`src/rtl/id_ex_if.sv`:
```
// id_ex_if: the bus between decode, the ID/EX register, and the forwarding sources.
// It groups the decode handshake, the EX-stage outputs and the EX/MEM and MEM/WB
// writeback taps.
// The ID_EX_PERF_CNT_EN macro adds the stall_cycles and flush_count counter outputs.
//
// Handshake: decode offers an instruction with id_valid. It transfers into the EX
// slot on a rising edge where id_valid and id_ready are both high and flush is low.
// id_ready is combinational and never depends on the EX outputs it produces. It is
// also high during flush, because the ID instruction is discarded in that cycle.
interface id_ex_if #(
    parameter int XLEN       = 32,
    parameter int REG_ADDR_W = 5,
    parameter int ALU_CTRL_W = 4
);
    // decode side
    logic                  id_valid;
    logic                  id_ready;
    logic [REG_ADDR_W-1:0] id_rs1_addr;
    logic [REG_ADDR_W-1:0] id_rs2_addr;
    logic [XLEN-1:0]       id_rs1_data;
    logic [XLEN-1:0]       id_rs2_data;
    logic [XLEN-1:0]       id_imm;
    logic                  id_use_imm;
    logic [REG_ADDR_W-1:0] id_rd_addr;
    logic                  id_reg_write;
    logic                  id_mem_read;
    logic [ALU_CTRL_W-1:0] id_alu_control;

    // pipeline control
    logic                  flush;
    logic                  ex_stall;

    // forwarding taps
    logic [REG_ADDR_W-1:0] mem_rd_addr;
    logic                  mem_reg_write;
    logic [XLEN-1:0]       mem_result;
    logic [REG_ADDR_W-1:0] wb_rd_addr;
    logic                  wb_reg_write;
    logic [XLEN-1:0]       wb_result;

    // EX stage
    logic                  ex_valid;
    logic [XLEN-1:0]       ex_in_a;
    logic [XLEN-1:0]       ex_in_b;
    logic [ALU_CTRL_W-1:0] ex_alu_control;
    logic [XLEN-1:0]       ex_store_data;
    logic [REG_ADDR_W-1:0] ex_rd_addr;
    logic                  ex_reg_write;
    logic                  ex_mem_read;

`ifdef ID_EX_PERF_CNT_EN
    logic [31:0]           stall_cycles;
    logic [31:0]           flush_count;

    modport slave (
        input  id_valid, id_rs1_addr, id_rs2_addr, id_rs1_data, id_rs2_data,
               id_imm, id_use_imm, id_rd_addr, id_reg_write, id_mem_read,
               id_alu_control, flush, ex_stall,
               mem_rd_addr, mem_reg_write, mem_result,
               wb_rd_addr, wb_reg_write, wb_result,
        output id_ready, ex_valid, ex_in_a, ex_in_b, ex_alu_control,
               ex_store_data, ex_rd_addr, ex_reg_write, ex_mem_read,
               stall_cycles, flush_count
    );

    modport master (
        output id_valid, id_rs1_addr, id_rs2_addr, id_rs1_data, id_rs2_data,
               id_imm, id_use_imm, id_rd_addr, id_reg_write, id_mem_read,
               id_alu_control, flush, ex_stall,
               mem_rd_addr, mem_reg_write, mem_result,
               wb_rd_addr, wb_reg_write, wb_result,
        input  id_ready, ex_valid, ex_in_a, ex_in_b, ex_alu_control,
               ex_store_data, ex_rd_addr, ex_reg_write, ex_mem_read,
               stall_cycles, flush_count
    );
`else
    modport slave (
        input  id_valid, id_rs1_addr, id_rs2_addr, id_rs1_data, id_rs2_data,
               id_imm, id_use_imm, id_rd_addr, id_reg_write, id_mem_read,
               id_alu_control, flush, ex_stall,
               mem_rd_addr, mem_reg_write, mem_result,
               wb_rd_addr, wb_reg_write, wb_result,
        output id_ready, ex_valid, ex_in_a, ex_in_b, ex_alu_control,
               ex_store_data, ex_rd_addr, ex_reg_write, ex_mem_read
    );

    modport master (
        output id_valid, id_rs1_addr, id_rs2_addr, id_rs1_data, id_rs2_data,
               id_imm, id_use_imm, id_rd_addr, id_reg_write, id_mem_read,
               id_alu_control, flush, ex_stall,
               mem_rd_addr, mem_reg_write, mem_result,
               wb_rd_addr, wb_reg_write, wb_result,
        input  id_ready, ex_valid, ex_in_a, ex_in_b, ex_alu_control,
               ex_store_data, ex_rd_addr, ex_reg_write, ex_mem_read
    );
`endif

endinterface

```
`src/rtl/id_ex_stage.sv`:
```
// id_ex_stage: the ID/EX pipeline register that feeds the EX-stage ALU.
// It captures the decoded operands and control. RAW hazards are resolved by
// forwarding from EX/MEM (highest priority) and MEM/WB, or by inserting a bubble
// when a load sits in EX and the instruction in ID reads the load's destination.
// Edge priority, highest first: flush, ex_stall, load-use bubble, accept, idle bubble.
// Defining ID_EX_PERF_CNT_EN adds the stall_cycles and flush_count counters.
module id_ex_stage #(
    parameter int XLEN       = 32,
    parameter int REG_ADDR_W = 5,
    parameter int ALU_CTRL_W = 4
) (
    input logic   clk,
    input logic   reset,
    id_ex_if.slave bus
);

    // EX slot contents. The data fields hold stale values across bubbles.
    logic                  valid_q;
    logic [REG_ADDR_W-1:0] rs1_addr_q;
    logic [REG_ADDR_W-1:0] rs2_addr_q;
    logic [XLEN-1:0]       rs1_data_q;
    logic [XLEN-1:0]       rs2_data_q;
    logic [XLEN-1:0]       imm_q;
    logic                  use_imm_q;
    logic [REG_ADDR_W-1:0] rd_addr_q;
    logic                  reg_write_q;
    logic                  mem_read_q;
    logic [ALU_CTRL_W-1:0] alu_control_q;

    logic                  load_use;
    logic                  ready;
    logic                  accept;
    logic [XLEN-1:0]       fwd_1;
    logic [XLEN-1:0]       fwd_2;

    // Load-use detection uses only registered EX fields. rs2 is compared even
    // for immediate forms, because a store still reads rs2 as its data.
    always_comb begin
        load_use = bus.id_valid & valid_q & mem_read_q &
                   (rd_addr_q != '0) &
                   ((rd_addr_q == bus.id_rs1_addr) | (rd_addr_q == bus.id_rs2_addr));
    end

    // Handshake decision in priority order. A flush discards the ID instruction,
    // so id_ready is high in that cycle while accept stays low.
    always_comb begin
        ready  = 1'b1;
        accept = 1'b0;
        if (bus.flush) begin
            ready = 1'b1;
        end else if (bus.ex_stall) begin
            ready = 1'b0;
        end else if (load_use) begin
            ready = 1'b0;
        end else begin
            ready  = 1'b1;
            accept = bus.id_valid;
        end
    end

    // Slot valid and the side-effecting controls.
    // A flush clears reg_write and mem_read so nothing downstream commits.
    always_ff @(posedge clk or posedge reset) begin
        if (reset) begin
            valid_q     <= 1'b0;
            reg_write_q <= 1'b0;
            mem_read_q  <= 1'b0;
        end else if (bus.flush) begin
            valid_q     <= 1'b0;
            reg_write_q <= 1'b0;
            mem_read_q  <= 1'b0;
        end else if (!bus.ex_stall) begin
            if (accept) begin
                valid_q     <= 1'b1;
                reg_write_q <= bus.id_reg_write;
                mem_read_q  <= bus.id_mem_read;
            end else begin
                valid_q     <= 1'b0;
            end
        end
    end

    // Datapath fields load only on accept and otherwise hold, including during bubbles.
    always_ff @(posedge clk or posedge reset) begin
        if (reset) begin
            rs1_addr_q    <= '0;
            rs2_addr_q    <= '0;
            rs1_data_q    <= '0;
            rs2_data_q    <= '0;
            imm_q         <= '0;
            use_imm_q     <= 1'b0;
            rd_addr_q     <= '0;
            alu_control_q <= '0;
        end else if (accept) begin
            rs1_addr_q    <= bus.id_rs1_addr;
            rs2_addr_q    <= bus.id_rs2_addr;
            rs1_data_q    <= bus.id_rs1_data;
            rs2_data_q    <= bus.id_rs2_data;
            imm_q         <= bus.id_imm;
            use_imm_q     <= bus.id_use_imm;
            rd_addr_q     <= bus.id_rd_addr;
            alu_control_q <= bus.id_alu_control;
        end
    end

    // rs1 forwarding: EX/MEM wins over MEM/WB. Register 0 is never forwarded.
    always_comb begin
        fwd_1 = rs1_data_q;
        if (bus.mem_reg_write && (bus.mem_rd_addr != '0) && (bus.mem_rd_addr == rs1_addr_q)) begin
            fwd_1 = bus.mem_result;
        end else if (bus.wb_reg_write && (bus.wb_rd_addr != '0) && (bus.wb_rd_addr == rs1_addr_q)) begin
            fwd_1 = bus.wb_result;
        end
    end

    // rs2 forwarding: same rule as rs1. It feeds both in_b and the store data.
    always_comb begin
        fwd_2 = rs2_data_q;
        if (bus.mem_reg_write && (bus.mem_rd_addr != '0) && (bus.mem_rd_addr == rs2_addr_q)) begin
            fwd_2 = bus.mem_result;
        end else if (bus.wb_reg_write && (bus.wb_rd_addr != '0) && (bus.wb_rd_addr == rs2_addr_q)) begin
            fwd_2 = bus.wb_result;
        end
    end

    assign bus.id_ready       = ready;
    assign bus.ex_valid       = valid_q;
    assign bus.ex_in_a        = fwd_1;
    assign bus.ex_in_b        = use_imm_q ? imm_q : fwd_2;
    assign bus.ex_store_data  = fwd_2;
    assign bus.ex_alu_control = alu_control_q;
    assign bus.ex_rd_addr     = rd_addr_q;
    assign bus.ex_reg_write   = reg_write_q & valid_q;
    assign bus.ex_mem_read    = mem_read_q & valid_q;

`ifdef ID_EX_PERF_CNT_EN
    logic [31:0] stall_cnt_q;
    logic [31:0] flush_cnt_q;

    // Event counters. Both wrap naturally. A held stall without flush counts nothing.
    always_ff @(posedge clk or posedge reset) begin
        if (reset) begin
            stall_cnt_q <= '0;
            flush_cnt_q <= '0;
        end else if (bus.flush) begin
            flush_cnt_q <= flush_cnt_q + 32'd1;
        end else if (!bus.ex_stall && load_use) begin
            stall_cnt_q <= stall_cnt_q + 32'd1;
        end
    end

    assign bus.stall_cycles = stall_cnt_q;
    assign bus.flush_count  = flush_cnt_q;
`endif

endmodule

```
`src/flat_wrapper.sv`:
```
// flat-port wrapper written by rule: the top's interface ports become plain ports
module id_ex_stage_flat 
#(
    parameter int XLEN       = 32,
    parameter int REG_ADDR_W = 5,
    parameter int ALU_CTRL_W = 4
)
  (clk, reset, bus_id_valid, bus_id_rs1_addr, bus_id_rs2_addr, bus_id_rs1_data, bus_id_rs2_data, bus_id_imm, bus_id_use_imm, bus_id_rd_addr, bus_id_reg_write, bus_id_mem_read, bus_id_alu_control, bus_flush, bus_ex_stall, bus_mem_rd_addr, bus_mem_reg_write, bus_mem_result, bus_wb_rd_addr, bus_wb_reg_write, bus_wb_result, bus_id_ready, bus_ex_valid, bus_ex_in_a, bus_ex_in_b, bus_ex_alu_control, bus_ex_store_data, bus_ex_rd_addr, bus_ex_reg_write, bus_ex_mem_read);
  id_ex_if #(.XLEN(XLEN), .REG_ADDR_W(REG_ADDR_W), .ALU_CTRL_W(ALU_CTRL_W)) bus_i ();
  input logic clk;
  input logic reset;
  input wire logic [$bits(bus_i.id_valid)-1:0] bus_id_valid;
  input wire logic [$bits(bus_i.id_rs1_addr)-1:0] bus_id_rs1_addr;
  input wire logic [$bits(bus_i.id_rs2_addr)-1:0] bus_id_rs2_addr;
  input wire logic [$bits(bus_i.id_rs1_data)-1:0] bus_id_rs1_data;
  input wire logic [$bits(bus_i.id_rs2_data)-1:0] bus_id_rs2_data;
  input wire logic [$bits(bus_i.id_imm)-1:0] bus_id_imm;
  input wire logic [$bits(bus_i.id_use_imm)-1:0] bus_id_use_imm;
  input wire logic [$bits(bus_i.id_rd_addr)-1:0] bus_id_rd_addr;
  input wire logic [$bits(bus_i.id_reg_write)-1:0] bus_id_reg_write;
  input wire logic [$bits(bus_i.id_mem_read)-1:0] bus_id_mem_read;
  input wire logic [$bits(bus_i.id_alu_control)-1:0] bus_id_alu_control;
  input wire logic [$bits(bus_i.flush)-1:0] bus_flush;
  input wire logic [$bits(bus_i.ex_stall)-1:0] bus_ex_stall;
  input wire logic [$bits(bus_i.mem_rd_addr)-1:0] bus_mem_rd_addr;
  input wire logic [$bits(bus_i.mem_reg_write)-1:0] bus_mem_reg_write;
  input wire logic [$bits(bus_i.mem_result)-1:0] bus_mem_result;
  input wire logic [$bits(bus_i.wb_rd_addr)-1:0] bus_wb_rd_addr;
  input wire logic [$bits(bus_i.wb_reg_write)-1:0] bus_wb_reg_write;
  input wire logic [$bits(bus_i.wb_result)-1:0] bus_wb_result;
  output wire logic [$bits(bus_i.id_ready)-1:0] bus_id_ready;
  output wire logic [$bits(bus_i.ex_valid)-1:0] bus_ex_valid;
  output wire logic [$bits(bus_i.ex_in_a)-1:0] bus_ex_in_a;
  output wire logic [$bits(bus_i.ex_in_b)-1:0] bus_ex_in_b;
  output wire logic [$bits(bus_i.ex_alu_control)-1:0] bus_ex_alu_control;
  output wire logic [$bits(bus_i.ex_store_data)-1:0] bus_ex_store_data;
  output wire logic [$bits(bus_i.ex_rd_addr)-1:0] bus_ex_rd_addr;
  output wire logic [$bits(bus_i.ex_reg_write)-1:0] bus_ex_reg_write;
  output wire logic [$bits(bus_i.ex_mem_read)-1:0] bus_ex_mem_read;
  assign bus_i.id_valid = bus_id_valid;
  assign bus_i.id_rs1_addr = bus_id_rs1_addr;
  assign bus_i.id_rs2_addr = bus_id_rs2_addr;
  assign bus_i.id_rs1_data = bus_id_rs1_data;
  assign bus_i.id_rs2_data = bus_id_rs2_data;
  assign bus_i.id_imm = bus_id_imm;
  assign bus_i.id_use_imm = bus_id_use_imm;
  assign bus_i.id_rd_addr = bus_id_rd_addr;
  assign bus_i.id_reg_write = bus_id_reg_write;
  assign bus_i.id_mem_read = bus_id_mem_read;
  assign bus_i.id_alu_control = bus_id_alu_control;
  assign bus_i.flush = bus_flush;
  assign bus_i.ex_stall = bus_ex_stall;
  assign bus_i.mem_rd_addr = bus_mem_rd_addr;
  assign bus_i.mem_reg_write = bus_mem_reg_write;
  assign bus_i.mem_result = bus_mem_result;
  assign bus_i.wb_rd_addr = bus_wb_rd_addr;
  assign bus_i.wb_reg_write = bus_wb_reg_write;
  assign bus_i.wb_result = bus_wb_result;
  assign bus_id_ready = bus_i.id_ready;
  assign bus_ex_valid = bus_i.ex_valid;
  assign bus_ex_in_a = bus_i.ex_in_a;
  assign bus_ex_in_b = bus_i.ex_in_b;
  assign bus_ex_alu_control = bus_i.ex_alu_control;
  assign bus_ex_store_data = bus_i.ex_store_data;
  assign bus_ex_rd_addr = bus_i.ex_rd_addr;
  assign bus_ex_reg_write = bus_i.ex_reg_write;
  assign bus_ex_mem_read = bus_i.ex_mem_read;
  id_ex_stage #(.XLEN(XLEN), .REG_ADDR_W(REG_ADDR_W), .ALU_CTRL_W(ALU_CTRL_W)) u_core (.clk(clk), .reset(reset), .bus(bus_i));
endmodule
```
`config.mk`:
```
export PLATFORM = sky130hd
export DESIGN_NAME = id_ex_stage_flat
export DESIGN_NICKNAME = d
export VERILOG_FILES = /design/src/rtl/id_ex_if.sv /design/src/rtl/id_ex_stage.sv /design/src/flat_wrapper.sv
export SDC_FILE = /design/constraint.sdc
export NUM_CORES = 1
export LEC_CHECK = 0
export BUFFER_PORTS_ARGS = -buffer_cell sky130_fd_sc_hd__buf_2
export CELL_PAD_IN_SITES_DETAIL_PLACEMENT = 0
export CELL_PAD_IN_SITES_GLOBAL_PLACEMENT = 1
export CORE_ASPECT_RATIO = 1.25
export CORE_UTILIZATION = 39
export CTS_BUF_LIST = sky130_fd_sc_hd__clkbuf_4 sky130_fd_sc_hd__clkbuf_8 sky130_fd_sc_hd__clkbuf_16
export CTS_CLUSTER_SIZE = 16
export DETAILED_ROUTE_END_ITERATION = 8
export PLACE_DENSITY_LB_ADDON = 0.1
export SYNTH_ARGS = -nofsm -noshare
export SYNTH_HDL_FRONTEND = slang
export SYNTH_SLANG_ARGS = --single-unit
```
`constraint.sdc`:
```
create_clock -name clk -period 12.5 [get_ports clk]
set_input_delay 2.5 -clock clk [delete_from_list [all_inputs] [get_ports clk]]
set_output_delay 2.5 -clock clk [all_outputs]
set_load 0.02 [all_outputs]
```
Word-level counts from Yosys, hierarchy flattened
Index checks and enable logic that the tools add are counted.
{"block": "op_classes", "n_bitwise": 7, "n_reduce_logical": 11, "muxes": 20, "eq_ne": 7}
{"operator": "$mux W32", "n": 5}
{"operator": "$eq A5 B5 Y1", "n": 6}
{"operator": "$mux W1", "n": 15}
{"operator": "$reduce_bool A5 Y1", "n": 3}
{"operator": "$and A1 B1 Y1", "n": 6}
{"operator": "$logic_and A1 B1 Y1", "n": 6}
{"operator": "$ne A2 B2 Y1 const B", "n": 1}
{"operator": "$reduce_and A2 Y1", "n": 1}
{"operator": "$reduce_bool A2 Y1", "n": 1}
{"operator": "$or A1 B1 Y1", "n": 1}
{"block": "totals", "elab_cells": 56, "input_bits": 199, "register_bits": 119}

Logic depth before layout (Yosys ltp)
Gate-level depths: netlist (run 1).
{"block": "depth", "word_depth": 10, "mapped_depth": 7, "depth_no_buf": 5}

Least setup slack after synthesis (run 1)
No wires, ideal clock.
{"block": "synth_timing", "path_kind": "input to output", "start": "in bus_wb_rd_addr[1]", "end": "out bus_ex_in_b[10]", "stages": 6, "required_time_ns": 10.000, "path_slack_ns": 5.760, "t_arrival_ns": 4.240, "cell_sequence": "or2_1 o41ai_4 buf_2 o31ai_1 a31oi_1 mux2_2"}
{"block": "synth_between", "elab_chain_cells": 6}
{"element": "start, declared", "line_no": "flat_wrapper.sv:28", "source": "input wire logic [$bits(bus_i.wb_rd_addr)-1:0] bus_wb_rd_addr;"}
{"element": "$reduce_bool A5 Y1", "line_no": "id_ex_stage.sv:121", "source": "end else if (bus.wb_reg_write && (bus.wb_rd_addr != '0) && (bus.wb_rd_addr == rs2_addr_q)) begin"}
{"element": "$logic_and A1 B1 Y1", "line_no": "id_ex_stage.sv:121"}
{"element": "$logic_and A1 B1 Y1 *", "line_no": "id_ex_stage.sv:121"}
{"element": "$mux W32 *", "line_no": "id_ex_stage.sv:121"}
{"element": "$mux W32 *", "line_no": "id_ex_stage.sv:119", "source": "if (bus.mem_reg_write && (bus.mem_rd_addr != '0) && (bus.mem_rd_addr == rs2_addr_q)) begin"}
{"element": "net bus_ex_store_data[10]", "line_no": "flat_wrapper.sv:36", "source": "output wire logic [$bits(bus_i.ex_store_data)-1:0] bus_ex_store_data;"}
{"element": "$mux W32 *", "line_no": "id_ex_stage.sv:129", "source": "assign bus.ex_in_b = use_imm_q ? imm_q : fwd_2;"}
{"element": "end, declared", "line_no": "flat_wrapper.sv:34", "source": "output wire logic [$bits(bus_i.ex_in_b)-1:0] bus_ex_in_b;"}
The timed path passes the listed nets; every way through them passes the cells marked *.

Worst setup path after layout (run 1)
{"block": "layout_timing", "start": "in bus_mem_rd_addr[0]", "end": "out bus_ex_in_b[13]"}
{"block": "layout_between", "elab_chain_cells": 5}
{"element": "start, declared", "line_no": "flat_wrapper.sv:25", "source": "input wire logic [$bits(bus_i.mem_rd_addr)-1:0] bus_mem_rd_addr;"}
{"element": "$reduce_bool A5 Y1", "line_no": "id_ex_stage.sv:119"}
{"element": "$logic_and A1 B1 Y1", "line_no": "id_ex_stage.sv:119"}
{"element": "$logic_and A1 B1 Y1 *", "line_no": "id_ex_stage.sv:119"}
{"element": "$mux W32 *", "line_no": "id_ex_stage.sv:119"}
{"element": "$mux W32 *", "line_no": "id_ex_stage.sv:129"}
Every way passes the cells marked *; elsewhere a longest branch is shown, timed or not.

==> impl_results.md, run 1 <==
- Post-Syn Nets: 822
- Post-Syn Area: 0.00710 sq mm
- Layout Skew: 7.54 ps
- Die H: 153 um
- Share of the synthesized area in the top cell type: 42.0%
- Clk pwr share: 33.8%
- Clock-pin slew on the worst setup and hold paths: 50 ps
- Crit-path max FO: 32
- Syn avg cell area: 11.4 sq um
- Most used DFF post-synth: dfrtp_1
- Cell mode on critical path: buf_2
- CTS Buffer Depth: 2
- Worst Setup End Kind: primary output
- CP max stage delay: 820 ps
- Fill count: 1610
- Asr flop ratio synth: 100%
- Max VDD drop: 0.0796 mV
- Startpoint Class: primary input
- Sequential power share: 31.5%
- Sw Share: 33.9%
- Unrepaired setup endpoints after global routing: false
- Post-DP HPWL: 16700 um
- Area Growth Syn to Fin: 32.9%
- Port bufs: 307
- Critical-path cell list: buf_2 > or4_1 > o21ai_4 > or3_1 > buf_4 > a31oi_1 > mux2_2 > buf_2
- Post-Syn Instances: 623
- Total grt overflow: 0
- Status: complete, no violations
- Die area: 0.0187 sq mm
- Routed WL per cell: 20.5 um
- Min Clock Period, post-route: 7920 ps
- YS warnings: 0
- Most frequent cells in the layout: buf_2, dfrtp_1, mux2_2
- Final Max Slew Viols: 0
- Count of cell types in the netlist: 37
- Leak: 0.00430 uW
- Biggest area consumer among synthesized cells: dfrtp_1
- I/O Pins: 308
- Buffer type at the clock tree root: clkbuf_16
- DR iter-0 viols: 246
- Final Hold Fails: 0
- Post-CTS Hold Fix Bufs: 0
- Fin nets: 1104
- Setup Fix Bufs, Post-CTS: 0
- Post-synthesis sequential area ratio: 42.0%
- Vias in the first global route: 6825
- CP max-delay cell: o21ai_4
- TritonCTS buffer count: 17
- Worst slack at placement: 4610 ps
- Routability-driven placement congestion ratio: 0.825
- Signal arrival time at the worst endpoint: 5420 ps
- Clock Sinks: 119
- Row cnt: 54
- WS Path Type: primary input to primary output
- Initial antenna violation count: 7
- ANT nets after route: 0
- Slew headroom: 31.2%
- Fin crit share: 63.4%
- Gr usage total: 25.6%
- Initial core utilization: 40.2%
- Pre-antenna DRT Iters: 4
- Final core occ: 53.5%
- Top post-synthesis cells by area: dfrtp_1, mux2_2, mux2_4, mux2i_1, o31ai_1
- Final setup vio count: 0
- Cts repair resizes: 0
- Post-Route WL: 23500 um
- Post-synth EDFFs: 0
- Synth Register Bits: 119
- Vias: 6297
- Die width: 123 um
- Min-delay worst type: register to register
- Sw Pwr: 542 uW
- Vias per cell: 5.49
- CP required: 10000 ps
- Worst-Skew Late Latency: 420 ps
- Slew @ Worst Pin: 1030 ps
- TNS Setup: 0 ps
- P_int: 1060 uW
- Pwr/cell area: 170 mW/mm^2
- CTS tree: built
- Core Footprint: 0.0176 sq mm
- Logic pwr share: 34.7%
- Setup WS post-layout: 4580 ps
- Commonest non-fill, non-tap cell in the layout: buf_2
- # DRC: 0
- Fmax: 126 MHz
- CTS H-Tree Depth: 4
- Share of post-route cells with drive strength above 1: 55.5%
- Wire length of the first global-routing pass: 36800 um
- # Max-Cap Violations: 0
- Largest net degree at the start of global routing: 62
==> kinds of logic (layout without fill, tap and decap cells) <==
family / Yosys count / in the layout / synth area share (%)
muxes: 180 / 180 / 30.1
and+or+nand+nor: 129 / 129 / 10.1
DFF: 119 / 119 / 42.0
AOI/OAI and AO/OA: 105 / 105 / 9.98
buffers and inverters: 60 / 354 / 4.20
xor gates and xnor gates: 30 / 30 / 3.70
other: 0 / 6 / 0
==> metal layers <==
| layer | part of all wire (%) | global-route usage [%] | vias up |
|---|---|---|---|
| li1 | - | - | 2920 |
| met1 | 39 | 29.3 | 3069 |
| met2 | 52 | 44.7 | 263 |
| met3 | 7.1 | 6.38 | 43 |
| met4 | 2.3 | 10.7 | 2 |
| met5 | 0.038 | 0 | - |
==> Yosys cell counts (2+ instances only) <==
cell type and instances:
dfrtp_1 119, mux2_2 106, mux2_4 40, nand2_1 36, mux2i_1 34, o31ai_1 34
clkbuf_1 32, nand4_1 32, a31oi_1 30, nor4_1 30, o21ai_0 25, buf_2 16
xnor2_1 16, xor2_1 14, o21ai_1 8, nor2_1 7, buf_6 5, nand2b_1 5
and2_1 4, buf_4 4, nand3_1 4, and3_1 3, inv_1 2, nor3_1 2
o211ai_2 2, or4_1 2
==> final cells by class <==
type,instances,area (sq um),share of cell area [%]
repair buffers,321,1640,17.4
inverters,2,10.0,0.106
multi-input cells,444,3860,40.9
diodes,6,15.0,0.159
clock buffers,22,475,5.04
clock inverters,9,173,1.83
well taps,224,280,2.97
flip-flops and latches,119,2980,31.6
==> power by group through the flow <==
stage | Sequential (uW) | Combinational (uW) | Clock (uW)
after floorplan | 502 | 369 | 0
after global placement | 505 | 552 | 0
after detailed placement | 508 | 557 | 0
after CTS | 503 | 559 | 551
after global routing | 512 | 597 | 569
final | 503 | 556 | 541
==> metrics by stage <==
stage	power (uW)	hold WS, ps	instance area, sq um	instances
5_1_grt	1680	514	9430	1146
3_3_place_gp	1060	481	8770	1110
6_report	1600	498	9430	1147
3_5_place_dp	1070	488	8770	1110
2_1_floorplan	871	474	7100	623
4_1_cts	1610	499	9420	1141
==> worst paths after layout <==
| path | from | end | slack [ps] | cells past startpoint |
|---|---|---|---|---|
| worst max-delay path | bus_mem_rd_addr[0] | bus_ex_in_b[13] | 4580 | 8 |
| max in group asynchronous | reset | u_core.bus.ex_alu_control[0] | 8940 | 3 |
| worst min register to register | u_core.imm_q[2] | u_core.imm_q[2] | 500 | 1 |
| worst min-delay path | u_core.imm_q[2] | u_core.imm_q[2] | 500 | 1 |
| min in group asynchronous | reset | u_core.rs1_data_q[29] | 2230 | 2 |
| worst max register to register | u_core.bus.ex_rd_addr[2] | u_core.rs2_data_q[16] | 9870 | 6 |
==> worst max-delay path, delay by kind of cell <==
kind	cells	cell delay (ps)
muxes	1	290
and+or+nand+nor	2	940
AOI/OAI and AO/OA	2	1000
buffers and inverters	3	670
==> state kept, by name, summed over array words and instances, names as in the netlist <==
signal / count
u_core.bus.ex_alu_control: 4
u_core.bus.ex_rd_addr: 5
u_core.bus.ex_valid: 1
u_core.imm_q: 32
u_core.mem_read_q: 1
u_core.reg_write_q: 1
u_core.rs1_addr_q: 5
u_core.rs1_data_q: 32
u_core.rs2_addr_q: 5
u_core.rs2_data_q: 32
u_core.use_imm_q: 1
Power figures use the tool's default switching activity.
==> run 2: changes to the inputs <==
- ABC_AREA: default -> 1
- CORE_UTILIZATION: 39 -> 34
- clock period: 12.5 -> 7.6 ns (I/O delays scaled with it)
==> impl_results.md, run 2 <==
- Initial core utilization: 34.9% (was 40.2%)
- Fin crit share: 78.5%
- Min-delay worst type: register to register (unchanged)
- Most used DFF post-synth: dfrtp_1 (unchanged)
- Slew @ Worst Pin: 1220 ps (was 1030 ps)
- DR iter-0 viols: 465 (was 246)
- Pre-antenna DRT Iters: 7 (was 4)
- Count of cell types in the netlist: 26 (was 37)
- Clk pwr share: 35.4% (was 33.8%)
- TNS Setup: 0 ps (unchanged)
- Cts repair resizes: 0 (unchanged)
- Final setup vio count: 0 (unchanged)
- Post-Syn Instances: 1179 (was 623)
- Leak: 0.00593 uW (was 0.00430 uW)
- Hold Path Stages: 2 (was 1)
- # DRC: 0 (unchanged)
- Buffer type at the clock tree root: clkbuf_16 (unchanged)
- Clock Sinks: 119 (unchanged)
- Share of the synthesized area in the top cell type: 38.2% (was 42.0%)
- Worst Setup End Kind: primary output (unchanged)
- Share of post-route cells with drive strength above 1: 25.5% (was 55.5%)
- CTS tree: built (unchanged)
- # Max-Cap Violations: 0 (unchanged)
- Post-Route WL: 29400 um (was 23500 um)
- CTS H-Tree Depth: 4 (unchanged)
- Final Max Slew Viols: 0 (unchanged)
- Clock-pin slew on the worst setup and hold paths: 60 ps (was 50 ps)
- Synth Register Bits: 119 (unchanged)
- Min Clock Period, post-route: 5970 ps
- Final std cells w/o fill: 1730 (was 1147)
- Gr usage total: 25.6% (about the same)
- Slew headroom: 18.7% (was 31.2%)
- ANT nets after route: 0 (unchanged)
- Vias in the first global route: 8463 (was 6825)
- Max VDD drop: 0.168 mV (was 0.0796 mV)
- Largest family of logic cells by synthesized area: simple AND/OR/NAND/NOR gates (was multiplexers)
- Post-CTS Hold Fix Bufs: 0 (unchanged)
- Asr flop ratio synth: 100% (unchanged)
- Post-DP HPWL: 19800 um (was 16700 um)
- Wire length of the first global-routing pass: 45700 um (was 36800 um)
- Most frequent cells in the layout: nand2_1, buf_2, nand3_1 (was buf_2, dfrtp_1, mux2_2)
- Sequential power share: 32.5% (was 31.5%)
- Layout Skew: 11.3 ps (was 7.54 ps)
- Area Growth Syn to Fin: 28.3% (was 32.9%)
- Commonest non-fill, non-tap cell in the layout: nand2_1 (was buf_2)
- Post-Synth Simple-Gate Area: 47.9% (was 10.1%)
- Fin nets: 1628 (was 1104)
- Logic pwr share: 32.1% (was 34.7%)
- Worst r2r path cells: 9 (was 6)
- Die area: 0.0235 sq mm (was 0.0187 sq mm)
- Vias per cell: 4.98 (was 5.49)
- Syn avg cell area: 6.61 sq um (was 11.4 sq um)
- Mux cell area share after synthesis: 0% (was 30.1%)
- Post-Syn Nets: 1378 (was 822)
- CTS Buffer Depth: 2 (unchanged)
- WS Path Type: primary input to primary output (unchanged)
- Largest net degree at the start of global routing: 101 (was 62)
- TritonCTS buffer count: 17 (unchanged)
- Crit-path max FO: 33 (was 32)
- Routed WL per cell: 17.0 um (was 20.5 um)
- Setup Fix Bufs, Post-CTS: 0 (unchanged)
- Row cnt: 61 (was 54)
- Top post-synthesis cells by area: dfrtp_1, nand2_1, nand4_1, nand3_1, inv_1 (was dfrtp_1, mux2_2, mux2_4, mux2i_1, o31ai_1)
- Sw Pwr: 898 uW (was 542 uW)
- Vias: 8624 (was 6297)
- Die width: 137 um (was 123 um)
- Signal arrival time at the worst endpoint: 4450 ps (was 5420 ps)
- Port bufs: 307 (unchanged)
- Initial antenna violation count: 7 (unchanged)
- Post-synthesis adder-cell area fraction: 0% (unchanged)
- Final Hold Fails: 0 (unchanged)
- Status: complete, no violations (unchanged)
- Core Footprint: 0.0224 sq mm (was 0.0176 sq mm)
- Post-Syn Area: 0.00779 sq mm (was 0.00710 sq mm)
- Fmax: 168 MHz
- Xor/xnor cell area share of the yosys netlist: 2.47% (was 3.70%)
- Post-synthesis sequential area ratio: 38.2% (was 42.0%)
- Die H: 171 um (was 153 um)
- Top-count cell post-synth: nand2_1 (was dfrtp_1)
- Worst R2R Setup Slack: 4950 ps (was 9870 ps)
- Pwr/cell area: 247 mW/mm^2 (was 170 mW/mm^2)
- YS warnings: 0 (unchanged)
- CP required: 6080 ps (was 10000 ps)
- Total grt overflow: 0 (unchanged)
- Startpoint Class: primary input (unchanged)
- Placed cell count: 1692 (was 1110)
- Top Registers: u_core.imm_q x32, u_core.rs1_data_q x32, u_core.rs2_data_q x32 (unchanged)
- I/O Pins: 308 (unchanged)
- Compound-Gate Fraction of Synth Area: 0.209% (was 9.98%)
- Biggest area consumer among synthesized cells: dfrtp_1 (unchanged)
- P_int: 1570 uW (was 1060 uW)
- Unrepaired setup endpoints after global routing: false (unchanged)
- Routability-driven placement congestion ratio: 0.841 (was 0.825)
- Sw Share: 36.4% (was 33.9%)
- Top cells by count, synth: nand2_1, nand3_1, dfrtp_1, nand4_1, inv_1 (was dfrtp_1, mux2_2, mux2_4)
- Post-synth EDFFs: 0 (unchanged)
- Worst-Skew Late Latency: 420 ps (about the same)
==> run 2: cells by family (layout without fill, tap and decap cells) <==
kind of cell,after synthesis,after routing
buffers and inverters,202,465
AO/OA/AOI/OAI,1,1
XOR/XNOR,22,22
flip-flops,119,119
other,0,5
AND/OR/NAND/NOR,835,835
==> run 2: power by group through the flow <==
| stage | registers [uW] | logic [uW] | clock network (uW) |
|---|---|---|---|
| floorplan | 801 | 508 | 0 |
| global placement | 810 | 791 | 0 |
| detailed placement | 811 | 793 | 0 |
| CTS | 801 | 796 | 883 |
| global route | 815 | 885 | 915 |
| finish | 801 | 792 | 873 |
==> run 2: critical path, cell delays in order <==
cell,delay [ps]
buf_2,130
xnor2_1,140
nand3_1,140
nor2_4,670
nand2_1,980
nand2_1,370
nand3_1,140
and2_1,180
buf_2,160
==> run 2: path summary, 6_finish.rpt <==
check,startpoint,endpoint
min in group asynchronous,reset,u_core.imm_q[22]
worst max register to register,u_core.bus.ex_rd_addr[1],u_core.rs2_data_q[13]
worst min register to register,u_core.rs1_data_q[5],u_core.rs1_data_q[5]
worst min-delay path,u_core.rs1_data_q[5],u_core.rs1_data_q[5]
worst max-delay path,bus_wb_rd_addr[1],bus_ex_store_data[24]
max in group asynchronous,reset,u_core.rs2_data_q[21]
==> run 2: layer usage <==
metal	part of all wire, %	GRT usage [%]	up-vias	wire length, um
met5	0.075	0	-	22
met4	2.2	8.31	4	636
met3	6.5	6.37	43	1920
met2	49	43.5	278	14300
met1	43	31.4	4036	12600
li1	-	-	4263	-
==> run 2: area by class of cell <==
class                      instances  area, sq um
timing repair buffer             316         1630
multi-input combinational        858         3960
sequential                       119         2980
antenna                            5         12.5
fill                            2452        12400
inverter                         117          447
tap                              283          354
clock inverter                    12          176
clock buffer                      20          448
==> run 2: through the flow <==
step / setup WS [ps] / total power (uW) / hold WS (ps) / utilization (%) / instance area (sq um)
after floorplan: 2920 / 1310 / 449 / - / 7790
after global placement: 1650 / 1600 / 463 / 41.8 / 9340
after detailed placement: 1620 / 1600 / 460 / 41.8 / 9340
after CTS: 1610 / 2480 / 481 / 44.6 / 9960
after global routing: 1330 / 2620 / 500 / 44.7 / 9990
final: 1630 / 2470 / 478 / 44.7 / 10000
